**src/rtl/operand_fetch_if.sv**
```systemverilog
// Bundle of decode, register-file, bypass and ID/EX signals around the operand fetch stage.
// The slave view belongs to the stage; the master view belongs to its surroundings.
interface operand_fetch_if #(
  parameter int REG_ADDR_WIDTH = 5,
  parameter int REG_WIDTH      = 32
);
  logic                      in_valid;
  logic                      in_ready;
  logic [REG_ADDR_WIDTH-1:0] in_rs1_addr;
  logic [REG_ADDR_WIDTH-1:0] in_rs2_addr;
  logic                      in_use_rs1;
  logic                      in_use_rs2;
  logic [REG_ADDR_WIDTH-1:0] in_rd_addr;
  logic                      in_is_load;
  logic [REG_WIDTH-1:0]      in_imm;
  logic [REG_WIDTH-1:0]      in_pc;
  logic [REG_ADDR_WIDTH-1:0] rf_rs1_addr;
  logic [REG_ADDR_WIDTH-1:0] rf_rs2_addr;
  logic [REG_WIDTH-1:0]      rf_rs1_data;
  logic [REG_WIDTH-1:0]      rf_rs2_data;
  logic                      ex_valid;
  logic [REG_ADDR_WIDTH-1:0] ex_rd_addr;
  logic                      ex_is_load;
  logic [REG_WIDTH-1:0]      ex_result;
  logic                      wb_write_en;
  logic [REG_ADDR_WIDTH-1:0] wb_rd_addr;
  logic [REG_WIDTH-1:0]      wb_rd_data;
  logic                      flush;
  logic                      out_valid;
  logic                      out_ready;
  logic [REG_WIDTH-1:0]      out_rs1_data;
  logic [REG_WIDTH-1:0]      out_rs2_data;
  logic [REG_ADDR_WIDTH-1:0] out_rd_addr;
  logic                      out_is_load;
  logic [REG_WIDTH-1:0]      out_imm;
  logic [REG_WIDTH-1:0]      out_pc;
  logic [31:0]               stall_count;

  modport slave (
    input  in_valid, in_rs1_addr, in_rs2_addr, in_use_rs1, in_use_rs2, in_rd_addr,
           in_is_load, in_imm, in_pc, rf_rs1_data, rf_rs2_data, ex_valid, ex_rd_addr,
           ex_is_load, ex_result, wb_write_en, wb_rd_addr, wb_rd_data, flush, out_ready,
    output in_ready, rf_rs1_addr, rf_rs2_addr, out_valid, out_rs1_data, out_rs2_data,
           out_rd_addr, out_is_load, out_imm, out_pc, stall_count
  );

  modport master (
    output in_valid, in_rs1_addr, in_rs2_addr, in_use_rs1, in_use_rs2, in_rd_addr,
           in_is_load, in_imm, in_pc, rf_rs1_data, rf_rs2_data, ex_valid, ex_rd_addr,
           ex_is_load, ex_result, wb_write_en, wb_rd_addr, wb_rd_data, flush, out_ready,
    input  in_ready, rf_rs1_addr, rf_rs2_addr, out_valid, out_rs1_data, out_rs2_data,
           out_rd_addr, out_is_load, out_imm, out_pc, stall_count
  );
endinterface

```
**src/rtl/operand_fetch.sv**
```systemverilog
// RV32I decode-to-execute operand stage: register-file addressing, EX/WB bypass,
// load-use stall detection and a registered ID/EX output with valid/ready handshake.
module operand_fetch #(
  parameter int REG_ADDR_WIDTH = 5,
  parameter int REG_WIDTH      = 32
) (
  input logic           clk,
  input logic           rstn,
  operand_fetch_if.slave bus
);

  // EX beats WB because it holds the younger write to the same register.
  function automatic logic [REG_WIDTH-1:0] f_resolve(
    input logic [REG_ADDR_WIDTH-1:0] idx,
    input logic [REG_WIDTH-1:0]      rf_data,
    input logic                      ex_fwd,
    input logic [REG_ADDR_WIDTH-1:0] ex_rd,
    input logic [REG_WIDTH-1:0]      ex_res,
    input logic                      wb_en,
    input logic [REG_ADDR_WIDTH-1:0] wb_rd,
    input logic [REG_WIDTH-1:0]      wb_data
  );
    if (idx == '0)                     return '0;
    else if (ex_fwd && ex_rd == idx)   return ex_res;
    else if (wb_en && wb_rd == idx)    return wb_data;
    else                               return rf_data;
  endfunction

  logic                      r_out_valid;
  logic [REG_WIDTH-1:0]      r_out_rs1_data;
  logic [REG_WIDTH-1:0]      r_out_rs2_data;
  logic [REG_ADDR_WIDTH-1:0] r_out_rd_addr;
  logic                      r_out_is_load;
  logic [REG_WIDTH-1:0]      r_out_imm;
  logic [REG_WIDTH-1:0]      r_out_pc;
  logic [31:0]               r_stall_count;

  logic                 w_ex_fwd;
  logic [REG_WIDTH-1:0] w_rs1_val;
  logic [REG_WIDTH-1:0] w_rs2_val;
  logic                 w_rs1_hit;
  logic                 w_rs2_hit;
  logic                 w_hazard;
  logic                 w_in_ready;
  logic                 w_accept;

  assign bus.rf_rs1_addr = bus.in_rs1_addr;
  assign bus.rf_rs2_addr = bus.in_rs2_addr;

  // A load in EX has no data yet, so it must never be forwarded.
  assign w_ex_fwd  = bus.ex_valid && !bus.ex_is_load;
  assign w_rs1_val = f_resolve(bus.in_rs1_addr, bus.rf_rs1_data, w_ex_fwd, bus.ex_rd_addr,
                               bus.ex_result, bus.wb_write_en, bus.wb_rd_addr, bus.wb_rd_data);
  assign w_rs2_val = f_resolve(bus.in_rs2_addr, bus.rf_rs2_data, w_ex_fwd, bus.ex_rd_addr,
                               bus.ex_result, bus.wb_write_en, bus.wb_rd_addr, bus.wb_rd_data);

  assign w_rs1_hit  = bus.in_use_rs1 && (bus.in_rs1_addr == bus.ex_rd_addr);
  assign w_rs2_hit  = bus.in_use_rs2 && (bus.in_rs2_addr == bus.ex_rd_addr);
  assign w_hazard   = bus.in_valid && bus.ex_valid && bus.ex_is_load &&
                      (bus.ex_rd_addr != '0) && (w_rs1_hit || w_rs2_hit);
  assign w_in_ready = !bus.flush && !w_hazard && (!r_out_valid || bus.out_ready);
  assign w_accept   = bus.in_valid && w_in_ready;

  always_ff @(posedge clk or negedge rstn) begin
    if (!rstn) begin
      r_out_valid    <= 1'b0;
      r_out_rs1_data <= '0;
      r_out_rs2_data <= '0;
      r_out_rd_addr  <= '0;
      r_out_is_load  <= 1'b0;
      r_out_imm      <= '0;
      r_out_pc       <= '0;
      r_stall_count  <= '0;
    end else begin
      if (bus.flush) begin
        r_out_valid <= 1'b0;
      end else if (w_accept) begin
        r_out_valid    <= 1'b1;
        r_out_rs1_data <= w_rs1_val;
        r_out_rs2_data <= w_rs2_val;
        r_out_rd_addr  <= bus.in_rd_addr;
        r_out_is_load  <= bus.in_is_load;
        r_out_imm      <= bus.in_imm;
        r_out_pc       <= bus.in_pc;
      end else if (bus.out_ready) begin
        r_out_valid <= 1'b0;
      end
      if (w_hazard && !bus.flush && (r_stall_count != 32'hFFFF_FFFF)) begin
        r_stall_count <= r_stall_count + 32'd1;
      end
    end
  end

  assign bus.in_ready     = w_in_ready;
  assign bus.out_valid    = r_out_valid;
  assign bus.out_rs1_data = r_out_rs1_data;
  assign bus.out_rs2_data = r_out_rs2_data;
  assign bus.out_rd_addr  = r_out_rd_addr;
  assign bus.out_is_load  = r_out_is_load;
  assign bus.out_imm      = r_out_imm;
  assign bus.out_pc       = r_out_pc;
  assign bus.stall_count  = r_stall_count;

endmodule
```
**src/flat_wrapper.sv**
```systemverilog
// flat-port wrapper written by rule: the top's interface ports become plain ports
module operand_fetch_flat 
#(
  parameter int REG_ADDR_WIDTH = 5,
  parameter int REG_WIDTH      = 32
)
  (clk, rstn, bus_in_valid, bus_in_rs1_addr, bus_in_rs2_addr, bus_in_use_rs1, bus_in_use_rs2, bus_in_rd_addr, bus_in_is_load, bus_in_imm, bus_in_pc, bus_rf_rs1_data, bus_rf_rs2_data, bus_ex_valid, bus_ex_rd_addr, bus_ex_is_load, bus_ex_result, bus_wb_write_en, bus_wb_rd_addr, bus_wb_rd_data, bus_flush, bus_out_ready, bus_in_ready, bus_rf_rs1_addr, bus_rf_rs2_addr, bus_out_valid, bus_out_rs1_data, bus_out_rs2_data, bus_out_rd_addr, bus_out_is_load, bus_out_imm, bus_out_pc, bus_stall_count);
  operand_fetch_if #(.REG_ADDR_WIDTH(REG_ADDR_WIDTH), .REG_WIDTH(REG_WIDTH)) bus_i ();
  input logic clk;
  input logic rstn;
  input wire logic [$bits(bus_i.in_valid)-1:0] bus_in_valid;
  input wire logic [$bits(bus_i.in_rs1_addr)-1:0] bus_in_rs1_addr;
  input wire logic [$bits(bus_i.in_rs2_addr)-1:0] bus_in_rs2_addr;
  input wire logic [$bits(bus_i.in_use_rs1)-1:0] bus_in_use_rs1;
  input wire logic [$bits(bus_i.in_use_rs2)-1:0] bus_in_use_rs2;
  input wire logic [$bits(bus_i.in_rd_addr)-1:0] bus_in_rd_addr;
  input wire logic [$bits(bus_i.in_is_load)-1:0] bus_in_is_load;
  input wire logic [$bits(bus_i.in_imm)-1:0] bus_in_imm;
  input wire logic [$bits(bus_i.in_pc)-1:0] bus_in_pc;
  input wire logic [$bits(bus_i.rf_rs1_data)-1:0] bus_rf_rs1_data;
  input wire logic [$bits(bus_i.rf_rs2_data)-1:0] bus_rf_rs2_data;
  input wire logic [$bits(bus_i.ex_valid)-1:0] bus_ex_valid;
  input wire logic [$bits(bus_i.ex_rd_addr)-1:0] bus_ex_rd_addr;
  input wire logic [$bits(bus_i.ex_is_load)-1:0] bus_ex_is_load;
  input wire logic [$bits(bus_i.ex_result)-1:0] bus_ex_result;
  input wire logic [$bits(bus_i.wb_write_en)-1:0] bus_wb_write_en;
  input wire logic [$bits(bus_i.wb_rd_addr)-1:0] bus_wb_rd_addr;
  input wire logic [$bits(bus_i.wb_rd_data)-1:0] bus_wb_rd_data;
  input wire logic [$bits(bus_i.flush)-1:0] bus_flush;
  input wire logic [$bits(bus_i.out_ready)-1:0] bus_out_ready;
  output wire logic [$bits(bus_i.in_ready)-1:0] bus_in_ready;
  output wire logic [$bits(bus_i.rf_rs1_addr)-1:0] bus_rf_rs1_addr;
  output wire logic [$bits(bus_i.rf_rs2_addr)-1:0] bus_rf_rs2_addr;
  output wire logic [$bits(bus_i.out_valid)-1:0] bus_out_valid;
  output wire logic [$bits(bus_i.out_rs1_data)-1:0] bus_out_rs1_data;
  output wire logic [$bits(bus_i.out_rs2_data)-1:0] bus_out_rs2_data;
  output wire logic [$bits(bus_i.out_rd_addr)-1:0] bus_out_rd_addr;
  output wire logic [$bits(bus_i.out_is_load)-1:0] bus_out_is_load;
  output wire logic [$bits(bus_i.out_imm)-1:0] bus_out_imm;
  output wire logic [$bits(bus_i.out_pc)-1:0] bus_out_pc;
  output wire logic [$bits(bus_i.stall_count)-1:0] bus_stall_count;
  assign bus_i.in_valid = bus_in_valid;
  assign bus_i.in_rs1_addr = bus_in_rs1_addr;
  assign bus_i.in_rs2_addr = bus_in_rs2_addr;
  assign bus_i.in_use_rs1 = bus_in_use_rs1;
  assign bus_i.in_use_rs2 = bus_in_use_rs2;
  assign bus_i.in_rd_addr = bus_in_rd_addr;
  assign bus_i.in_is_load = bus_in_is_load;
  assign bus_i.in_imm = bus_in_imm;
  assign bus_i.in_pc = bus_in_pc;
  assign bus_i.rf_rs1_data = bus_rf_rs1_data;
  assign bus_i.rf_rs2_data = bus_rf_rs2_data;
  assign bus_i.ex_valid = bus_ex_valid;
  assign bus_i.ex_rd_addr = bus_ex_rd_addr;
  assign bus_i.ex_is_load = bus_ex_is_load;
  assign bus_i.ex_result = bus_ex_result;
  assign bus_i.wb_write_en = bus_wb_write_en;
  assign bus_i.wb_rd_addr = bus_wb_rd_addr;
  assign bus_i.wb_rd_data = bus_wb_rd_data;
  assign bus_i.flush = bus_flush;
  assign bus_i.out_ready = bus_out_ready;
  assign bus_in_ready = bus_i.in_ready;
  assign bus_rf_rs1_addr = bus_i.rf_rs1_addr;
  assign bus_rf_rs2_addr = bus_i.rf_rs2_addr;
  assign bus_out_valid = bus_i.out_valid;
  assign bus_out_rs1_data = bus_i.out_rs1_data;
  assign bus_out_rs2_data = bus_i.out_rs2_data;
  assign bus_out_rd_addr = bus_i.out_rd_addr;
  assign bus_out_is_load = bus_i.out_is_load;
  assign bus_out_imm = bus_i.out_imm;
  assign bus_out_pc = bus_i.out_pc;
  assign bus_stall_count = bus_i.stall_count;
  operand_fetch #(.REG_ADDR_WIDTH(REG_ADDR_WIDTH), .REG_WIDTH(REG_WIDTH)) u_core (.clk(clk), .rstn(rstn), .bus(bus_i));
endmodule
```
**config.mk**
```make
export PLATFORM = sky130hd
export DESIGN_NAME = operand_fetch_flat
export DESIGN_NICKNAME = d
export VERILOG_FILES = /design/src/rtl/operand_fetch_if.sv /design/src/rtl/operand_fetch.sv /design/src/flat_wrapper.sv
export SDC_FILE = /design/constraint.sdc
export NUM_CORES = 1
export LEC_CHECK = 0
export ABC_AREA = 1
export CAP_MARGIN = 40
export CORE_AREA = 2 2 156 158
export DETAILED_ROUTE_END_ITERATION = 12
export DIE_AREA = 0 0 158 160
export GPL_TIMING_DRIVEN = 0
export PLACE_DENSITY = 0.87
export SLEW_MARGIN = 20
export SYNTH_ARGS = -nofsm -noshare
export SYNTH_HDL_FRONTEND = slang
export SYNTH_SLANG_ARGS = --single-unit
```
**constraint.sdc**
```tcl
create_clock -name clk -period 2.9 [get_ports clk]
set_clock_uncertainty 0.2 [all_clocks]
set_input_delay 0.29 -clock clk [delete_from_list [all_inputs] [get_ports clk]]
set_output_delay 0.29 -clock clk [all_outputs]
set_load 0.005 [all_outputs]
```
; After elaboration in Yosys (flattened, before gate mapping)
; Index checks and enable logic that the tools add are counted.
[totals]
ff_bits = 167
input_bits = 228
out_inout_bits = 178
word_cells = 53
[classes]
n_addsub = 1
n_eq_ne = 7
muxes = 9
bitwise = 1
reduce_logical = 27
[ops]
columns = op, n
row1 = two-way mux 32 bit, 6
row2 = adder 32 x 1 -> 32 bit (second input constant), 1
row3 = inequality test 32 bit (second input constant), 1
row4 = == test 5 bit, 6
row5 = logical AND 1 bit, 16
row6 = logical NOT 5 bit, 2
row7 = nonzero test 5 bit, 1
row8 = logical NOT 1 bit, 4
row9 = two-way mux 1 bit, 3
row10 = nonzero test 3 bit, 1
row11 = logical OR 1 bit, 2
row12 = AND reduction 2 bit, 1
row13 = inverter 1 bit, 1

; Depth between registers and ports, before layout
; Gate-level depths: netlist of the first run.
[logic_depth]
ltp_word = 10
mapped_depth = 12
ltp_nobuf = 11

; Least setup slack after synthesis of the first run
; No wires, ideal clock.
[synth_path]
path_kind = register to register
from = register u_core.r_stall_count[0] (netlist: u_core.bus.stall_count[0])
to = register u_core.r_stall_count[14] (netlist: u_core.bus.stall_count[14])
setup_time_ns = 0.117
arrival_time_ns = 1.587
required_ns = 2.583
setup_slack_ns = 0.997
path_stages_with_launch = 12
synth_period_minus_slack_ns = 1.903
cell_sequence = dfrtp_1 -> ha_1 -> nand3_2 -> inv_1 -> nand2_2 -> nor2_2 -> nand4_1 -> nand4_2 -> inv_2 -> buf_2 -> nand2_1 -> nand2_1
[synth_between]
elab_chain_cells = 2
[synth_lines]
columns = element, line_no
row1 = start: declaration, operand_fetch.sv:36  ; logic [31:0] r_stall_count;
row2 = start signal: assignment, operand_fetch.sv:89  ; r_stall_count <= r_stall_count + 32'd1;
row3 = "parallel branches: the longest is 2 deep, another holds adder 32 x 1 -> 32 bit", -
; Parallel ways; which one is timed is not known.
; A chain may end at the register's enable or synchronous reset.

; Final worst setup path of the first run
[layout_path]
from = input bus_in_rs2_addr[3]
to = output bus_in_ready
[layout_between]
elab_chain_cells = 7
[layout_lines]
columns = element, line_no
row1 = start: declaration, flat_wrapper.sv:13  ; input wire logic [$bits(bus_i.in_rs2_addr)-1:0] bus_in_rs2_addr;
row2 = == test 5 bit, operand_fetch.sv:58  ; assign w_rs2_hit = bus.in_use_rs2 && (bus.in_rs2_addr == bus.ex_rd_addr);
row3 = logical AND 1 bit, operand_fetch.sv:58
row4 = logical OR 1 bit, operand_fetch.sv:60  ; (bus.ex_rd_addr != '0) && (w_rs1_hit || w_rs2_hit);
row5 = logical AND 1 bit, operand_fetch.sv:60
row6 = logical NOT 1 bit, operand_fetch.sv:61  ; assign w_in_ready = !bus.flush && !w_hazard && (!r_out_valid || bus.out_ready);
row7 = logical AND 1 bit (2 in a row), operand_fetch.sv:61
row8 = end: declaration, flat_wrapper.sv:31  ; output wire logic [$bits(bus_i.in_ready)-1:0] bus_in_ready;
; No other way between the ends.

==> results.tsv, run 1 <==
stage	metric	value	unit
placement	pre_cts_slack	-471	ps
timing	post-route-period-util	95.1	%
timing	worst_pin_slew	806	ps
final_layout	final_cell_mix	578 x nand2_1, 403 x clkdlybuf4s50_1, 210 x nand3_1	
routing	wl_per_cell	18.4	um
routing	drtAntennaViolNets	0	
timing	finalHoldViolations	0	
global_route	use_met1	39.1	%
timing	drv_slew	0	
placement	dp_hpwl	31.8	mm
placement	gp_congestion	0.962	
global_route	grt_first_pass_wirelength	62.1	mm
global_route	grt_max_degree	100	
yosys	yosysWarningCount	0	
die	die_h	160	um
clock_network	clock-sinks	167	
timing	max_freq	363	MHz
global_route	grt_use_met3	7.46	%
die	row_count	57	
timing	rsz0062_at_grt	no	
power	ir_drop	0.336	mV
flow_run	cap_viol_max_count	0	
clock_network	cts_htree_levels	4	
yosys	syn_inst	1450	
global_route	antenna_found_initial	5	
timing	slew_headroom	46.1	%
worst_setup_path	endpoint_kind	output port	
timing	fin_crit	2760	ps
die	dieArea	25300	um^2
worst_setup_path	crit_arrival	2270	ps
yosys	synth_cell_types	27	
clock_network	cts_buffer_depth	2	
worst_setup_path	start_kind	primary input	
routing	vias	11434	
die	initial_core_util	41.9	%
worst_setup_path	worstPathRequired	2410	ps
final_layout	nets	2105	
clock_network	clock_latency	430	ps
global_route	use_met2	54.7	%
yosys	postSynthAreaPerCell	6.88	um^2
global_route	grt.busiest_layer	met2	
routing	drt_iter0_markers	808	
yosys	synth_area	9980	um^2
die	core_area	23800	um^2
worst_setup_path	worstPathMaxFanout	10	
final_layout	layout-drive-gt1-share	5.66	%
power	p_leak	0.00740	uW
clock_network	cts_tree	built	
routing	drc	0	
final_layout	area_delta_synth_final	51.2	%
hold_path	min_path_type	in2reg	
clock_network	clockRootBuffer	clkbuf_16	
die	ioPinCount	406	
routing	via_per_inst	5.16	
final_layout	final_common_cell	nand2_1	
run_status	status	completed	
placement	io_buffers	404	
yosys	synth.net_count	1679	
yosys	ys_ff_latch	167	
global_route	grt_pass1_vias	11210	
routing	drt_wl_total	40.8	mm
timing	finalSetupViolCount	0	
worst_setup_path	path_class	in2out	
yosys	seq_area_frac_synth	41.9	%
routing	dr.pass1.iters	7	
global_route	grt_use_total	32.2	%
clock_network	path_clk_slew	80	ps
die	die_x	158	um
power	powerDensity	464	nW/um^2
global_route	grt_overflow	0	
timing	hold_ws	202	ps
timing	layout_setup_ws	142	ps
clock_network	cts_inserted_buffers	17	
==> per-layer routing <==
layer	vias up	wire [um]
li1	5487	-
met5	-	25
met3	93	3620
met2	568	19800
met1	5282	16000
met4	4	1430
==> sequential cells by signal, summed over array words and instances (netlist names) <==
name and count:
u_core.bus.out_imm 32, u_core.bus.out_pc 32, u_core.bus.out_rs1_data 32, u_core.bus.out_rs2_data 32, u_core.bus.stall_count 32, u_core.bus.out_rd_addr 5, u_core.bus.out_is_load 1, u_core.bus.out_valid 1
==> area by class of cell <==
| cell class | instances | area (um^2) |
|---|---|---|
| tap | 324 | 405 |
| buffer | 102 | 581 |
| antenna | 3 | 7.51 |
| sequential | 167 | 4180 |
| timing repair buffer | 407 | 4090 |
| inverter | 140 | 526 |
| fill | 2175 | 8730 |
| multi-input combinational | 1041 | 4710 |
| clock buffer | 17 | 425 |
| clock inverter | 15 | 159 |
==> critical path: stages <==
cell and delay [ps]:
clkdlybuf4s50_1 590, inv_1 70, nand2_1 60, nand2_1 80, nand4_1 110, nand2_2 110, a21boi_4 200, clkbuf_4 240
clkdlybuf4s50_1 520
==> cells by family after synthesis <==
family | count (synthesis) | share of synthesized area (%)
AOI/OAI and AO/OA | 78 | 3.97
xor gates and xnor gates | 31 | 2.72
adders and majority gates | 1 | 0.125
buffers and inverters | 242 | 11.1
DFF | 167 | 41.9
and+or+nand+nor | 931 | 40.3
==> final timing paths <==
kind                                                 from                          to  slack [ps]  cells after the start
worst max-delay path                   bus_in_rs2_addr[3]                bus_in_ready         140                      9
worst min-delay path                    bus_in_rd_addr[2]   u_core.bus.out_rd_addr[2]         200                      3
worst max register to register  u_core.bus.stall_count[0]  u_core.bus.stall_count[23]         640                     11
worst min register to register     u_core.bus.out_imm[19]      u_core.bus.out_imm[19]         280                      2
max in group asynchronous                            rstn  u_core.bus.out_rs2_data[1]        1380                      3
min in group asynchronous                            rstn  u_core.bus.stall_count[14]         210                      2
==> cell usage after synthesis (all sizes together) <==
master	instances	area [um^2]
nand2	581	2190
nand3	212	1080
dfrtp	167	4180
inv	140	526
o21ai	76	380
nand4	73	463
buf	53	393
clkbuf	49	185
nor2	42	165
nor3	22	115
xor2	17	149
xnor2	14	123
a21boi	1	11.3
a21oi	1	5.00
ha	1	12.5
nand3b	1	7.51
==> per-stage QoR <==
stage	cell area (um^2)	util (%)	std cells	total power, uW	setup TNS (ps)
global route	15100	63.3	2215	7320	0
detailed placement	14500	60.7	2179	4730	-8500
finish	15100	63.3	2216	7000	0
global placement	14400	60.6	2178	4690	-943340
floorplan	9980	-	1450	3440	0
CTS	15100	63.3	2213	7030	0
==> timing repair <==
item | CTS | global route
hold buffers | 1 | 0
resized for setup | 1 | 3
setup endpoints to repair | 1 | 1
hold endpoints to repair | 68 | 0
buffers inserted | 1 | 0
==> power breakdown <==
group	leakage, uW	total [uW]	switching, uW	internal [uW]
combinational	0.00500	1900	846	1050
clock	0.000279	2290	1130	1150
sequential	0.00212	2820	189	2630
(Power assumes the default switching activity.)
==> inputs of run 2 (changes only) <==
--- a/config.mk
+++ b/config.mk
@@ -7,11 +7,10 @@
 export LEC_CHECK = 0
 export ABC_AREA = 1
 export CAP_MARGIN = 40
-export CORE_AREA = 2 2 156 158
+export CORE_UTILIZATION = 40
 export DETAILED_ROUTE_END_ITERATION = 12
-export DIE_AREA = 0 0 158 160
 export GPL_TIMING_DRIVEN = 0
-export PLACE_DENSITY = 0.87
+export PLACE_DENSITY = 0.86
 export SLEW_MARGIN = 20
 export SYNTH_ARGS = -nofsm -noshare
 export SYNTH_HDL_FRONTEND = slang
==> constraint.sdc (replaced) <==
create_clock -name clk -period 2.5 [get_ports clk]
set_clock_uncertainty 0.2 [all_clocks]
set_input_delay 0.25 -clock clk [delete_from_list [all_inputs] [get_ports clk]]
set_output_delay 0.25 -clock clk [all_outputs]
set_load 0.005 [all_outputs]
==> run 2 against run 1 <==
Compared with the run above:
- register-to-register slack got worse by 400 ps
- die area is 1.2% higher
- largest cell class unchanged
- setup slack got worse by 79 ps
- cell count did not move
==> results.tsv, run 2 (same netlist as run 1, synthesis figures left out) <==
stage	metric	value	unit
die	core_area	24400	um^2
worst_setup_path	worstPathRequired	2050	ps
die	dieArea	25600	um^2
routing	vias	11515	
power	p_seq_share	39.9	%
routing	wl_per_cell	18.2	um
die	die_x	160	um
worst_setup_path	cp_cell_sequence	clkdlybuf4s50_1 > inv_1 > nand2_1 > nand2_1 > nor2_1 > nand4_1 > nand2_2 > a21boi_4 > buf_4 > dlygate4sd2_1	
worst_setup_path	worstSetupEndpoint	bus_in_ready	
hold_path	min_path_type	in2reg	
global_route	antenna_found_initial	4	
power	ir_drop	0.370	mV
clock_network	cts_tree	built	
worst_setup_path	cp_top_family	buffers and inverters	
power	intPower	5700	uW
die	ioPinCount	406	
worst_setup_path	startpoint	bus_ex_rd_addr[4]	
placement	io_buffers	404	
run_status	status	completed	
final_layout	final_cell_mix	578 x nand2_1, 397 x clkdlybuf4s50_1, 209 x nand3_1	
timing	rsz0062_at_grt	yes	
routing	drt_wl_total	40.3	mm
final_layout	fin_util	62.1	%
final_layout	area_delta_synth_final	51.7	%
worst_setup_path	path_class	in2out	
final_layout	multiInputGateArea	4740	um^2
timing	drv_slew	0	
worst_setup_path	cpPeakStageDelay	510	ps
routing	dr.pass1.iters	5	
hold_path	hold-path-cell-count	3	
clock_network	clock-sinks	167	
routing	drc	0	
final_layout	seqCellArea	4180	um^2
timing	worst_pin_slew	647	ps
worst_setup_path	critical_path.most_common_cell	nand2_1	
worst_setup_path	crit_arrival	1990	ps
global_route	grt_pass1_vias	11166	
power	p_sw_share	30.7	%
clock_network	path_clk_slew	80	ps
power	switchingPower	2520	uW
routing	drtAntennaViolNets	0	
global_route	grt_overflow	0	
timing	post-route-period-util	97.5	%
worst_setup_path	crit_buf_inv	4	
power	powerDensity	543	nW/um^2
worst_setup_path	r2r_start	u_core.bus.stall_count[0]	
worst_setup_path	r2r_slack	240	ps
timing	fin_crit	2440	ps
power	clkPwrFrac	33.4	%
final_layout	fillers	2220	
clock_network	clockRootBuffer	clkbuf_16	
power	p_leak	0.00744	uW
worst_setup_path	endpoint_kind	output port	
clock_network	clock_latency	440	ps
timing	max_freq	410	MHz
global_route	grt_first_pass_wirelength	61.7	mm
placement	dp_hpwl	31.4	mm
worst_setup_path	rr_endpoint	u_core.bus.stall_count[24]	
final_layout	final_common_cell	nand2_1	
global_route	grt_max_degree	87	
global_route	grt_use_total	31.4	%
die	die_h	160	um
final_layout	layout-drive-gt1-share	6.03	%
timing	finalSetupViolCount	0	
placement	gp_congestion	1.01	
worst_setup_path	worstPathMaxFanout	10	
flow_run	cap_viol_max_count	0	
clock_network	cts_htree_levels	4	
final_layout	nets	2105	
worst_setup_path	start_kind	primary input	
worst_setup_path	path_depth	10	
placement	dpl_cell_area	14500	um^2
worst_setup_path	slowest_stage	clkdlybuf4s50_1	
clock_network	cts_buffer_depth	2	
timing	finalHoldViolations	0	
die	row_count	57	
clock_network	cts_inserted_buffers	17	
die	initial_core_util	40.9	%
power	comb_power_share	26.7	%
final_layout	final_area	15100	um^2
routing	drt_iter0_markers	732	
worst_setup_path	reg2reg_depth	11	
timing	slew_headroom	56.9	%
routing	via_per_inst	5.20	
## run 2: power groups by stage
| stage | clock network [uW] | registers, uW | logic [uW] |
|---|---|---|---|
| 2_1_floorplan | 0 | 3310 | 682 |
| 3_3_place_gp | 0 | 3300 | 2140 |
| 4_1_cts | 2780 | 3270 | 2200 |
| 3_5_place_dp | 0 | 3310 | 2180 |
| 5_1_grt | 2890 | 3310 | 2370 |
| 6_report | 2750 | 3280 | 2200 |
## run 2: cell type report
type	count	area share (%)
Timing Repair Buffer	407	27.0
Inverter	140	3.47
Buffer	102	3.84
Clock buffer	17	2.81
Multi-Input combinational cell	1041	31.3
Antenna cell	3	0.0496
Sequential cell	167	27.6
Clock inverter	15	1.21
Tap cell	324	2.68
## run 2: repair_timing
action                                  in CTS  in global routing
setup buffers                                1                  0
endpoints found under the hold margin       81                  0
hold buffers                                 1                  0
endpoints found under the setup margin      48                 12
resized for setup                           14                  4
## run 2: worst reg2reg max path, cell delays in order, from the launching register on
cell and delay [ps]:
dfrtp_1 420, ha_1 270, nand3_2 180, inv_1 110, nand2_2 90, nor2_2 140
nand4_1 140, nand4_2 150, inv_2 110, buf_2 210, nand2_1 80, nand2_1 50
## run 2: how the worst min path moves through the flow
| stage | start | to | slack [ps] |
|---|---|---|---|
| 2_1_floorplan | rstn | u_core.bus.out_imm[0] | -250 |
| 3_3_place_gp | u_core.bus.out_imm[8] | u_core.bus.out_imm[8] | 260 |
| 3_5_place_dp | rstn | u_core.bus.stall_count[18] | 90 |
| 4_1_cts | bus_in_imm[13] | u_core.bus.out_imm[13] | 160 |
| 5_1_grt | bus_in_imm[15] | u_core.bus.out_imm[15] | 160 |
| 6_report | bus_in_rd_addr[1] | u_core.bus.out_rd_addr[1] | 160 |
## run 2: per-stage QoR
step	setup TNS (ps)	hold slack, ps	power, uW	setup slack, ps	std cells
after global routing	-25.0	156	8580	-25.0	2216
after global placement	-1042750	261	5450	-6030	2178
after detailed placement	-40510	86.4	5500	-679	2179
after floorplan	0	-246	3990	597	1450
final	0	157	8220	62.4	2216
after CTS	0	155	8250	47.0	2213
## run 2: per-layer routing
metal / up-vias / part of all wire [%] / global-route usage, %
met4: 0 / 3.2 / 11.1
met5: - / 0 / 0
met3: 81 / 8.2 / 7.30
met1: 5375 / 40 / 38.1
li1: 5495 / - / -
met2: 564 / 49 / 54.3
==> inputs of run 3 (changes only) <==
--- a/config.mk
+++ b/config.mk
@@ -11,6 +11,7 @@
 export DETAILED_ROUTE_END_ITERATION = 12
 export GPL_TIMING_DRIVEN = 0
 export PLACE_DENSITY = 0.86
+export SKIP_LAST_GASP = 1
 export SLEW_MARGIN = 20
 export SYNTH_ARGS = -nofsm -noshare
 export SYNTH_HDL_FRONTEND = slang
==> results of run 3 <==
Same layout as run 2: the final DEF is identical, and so are final timing and power.
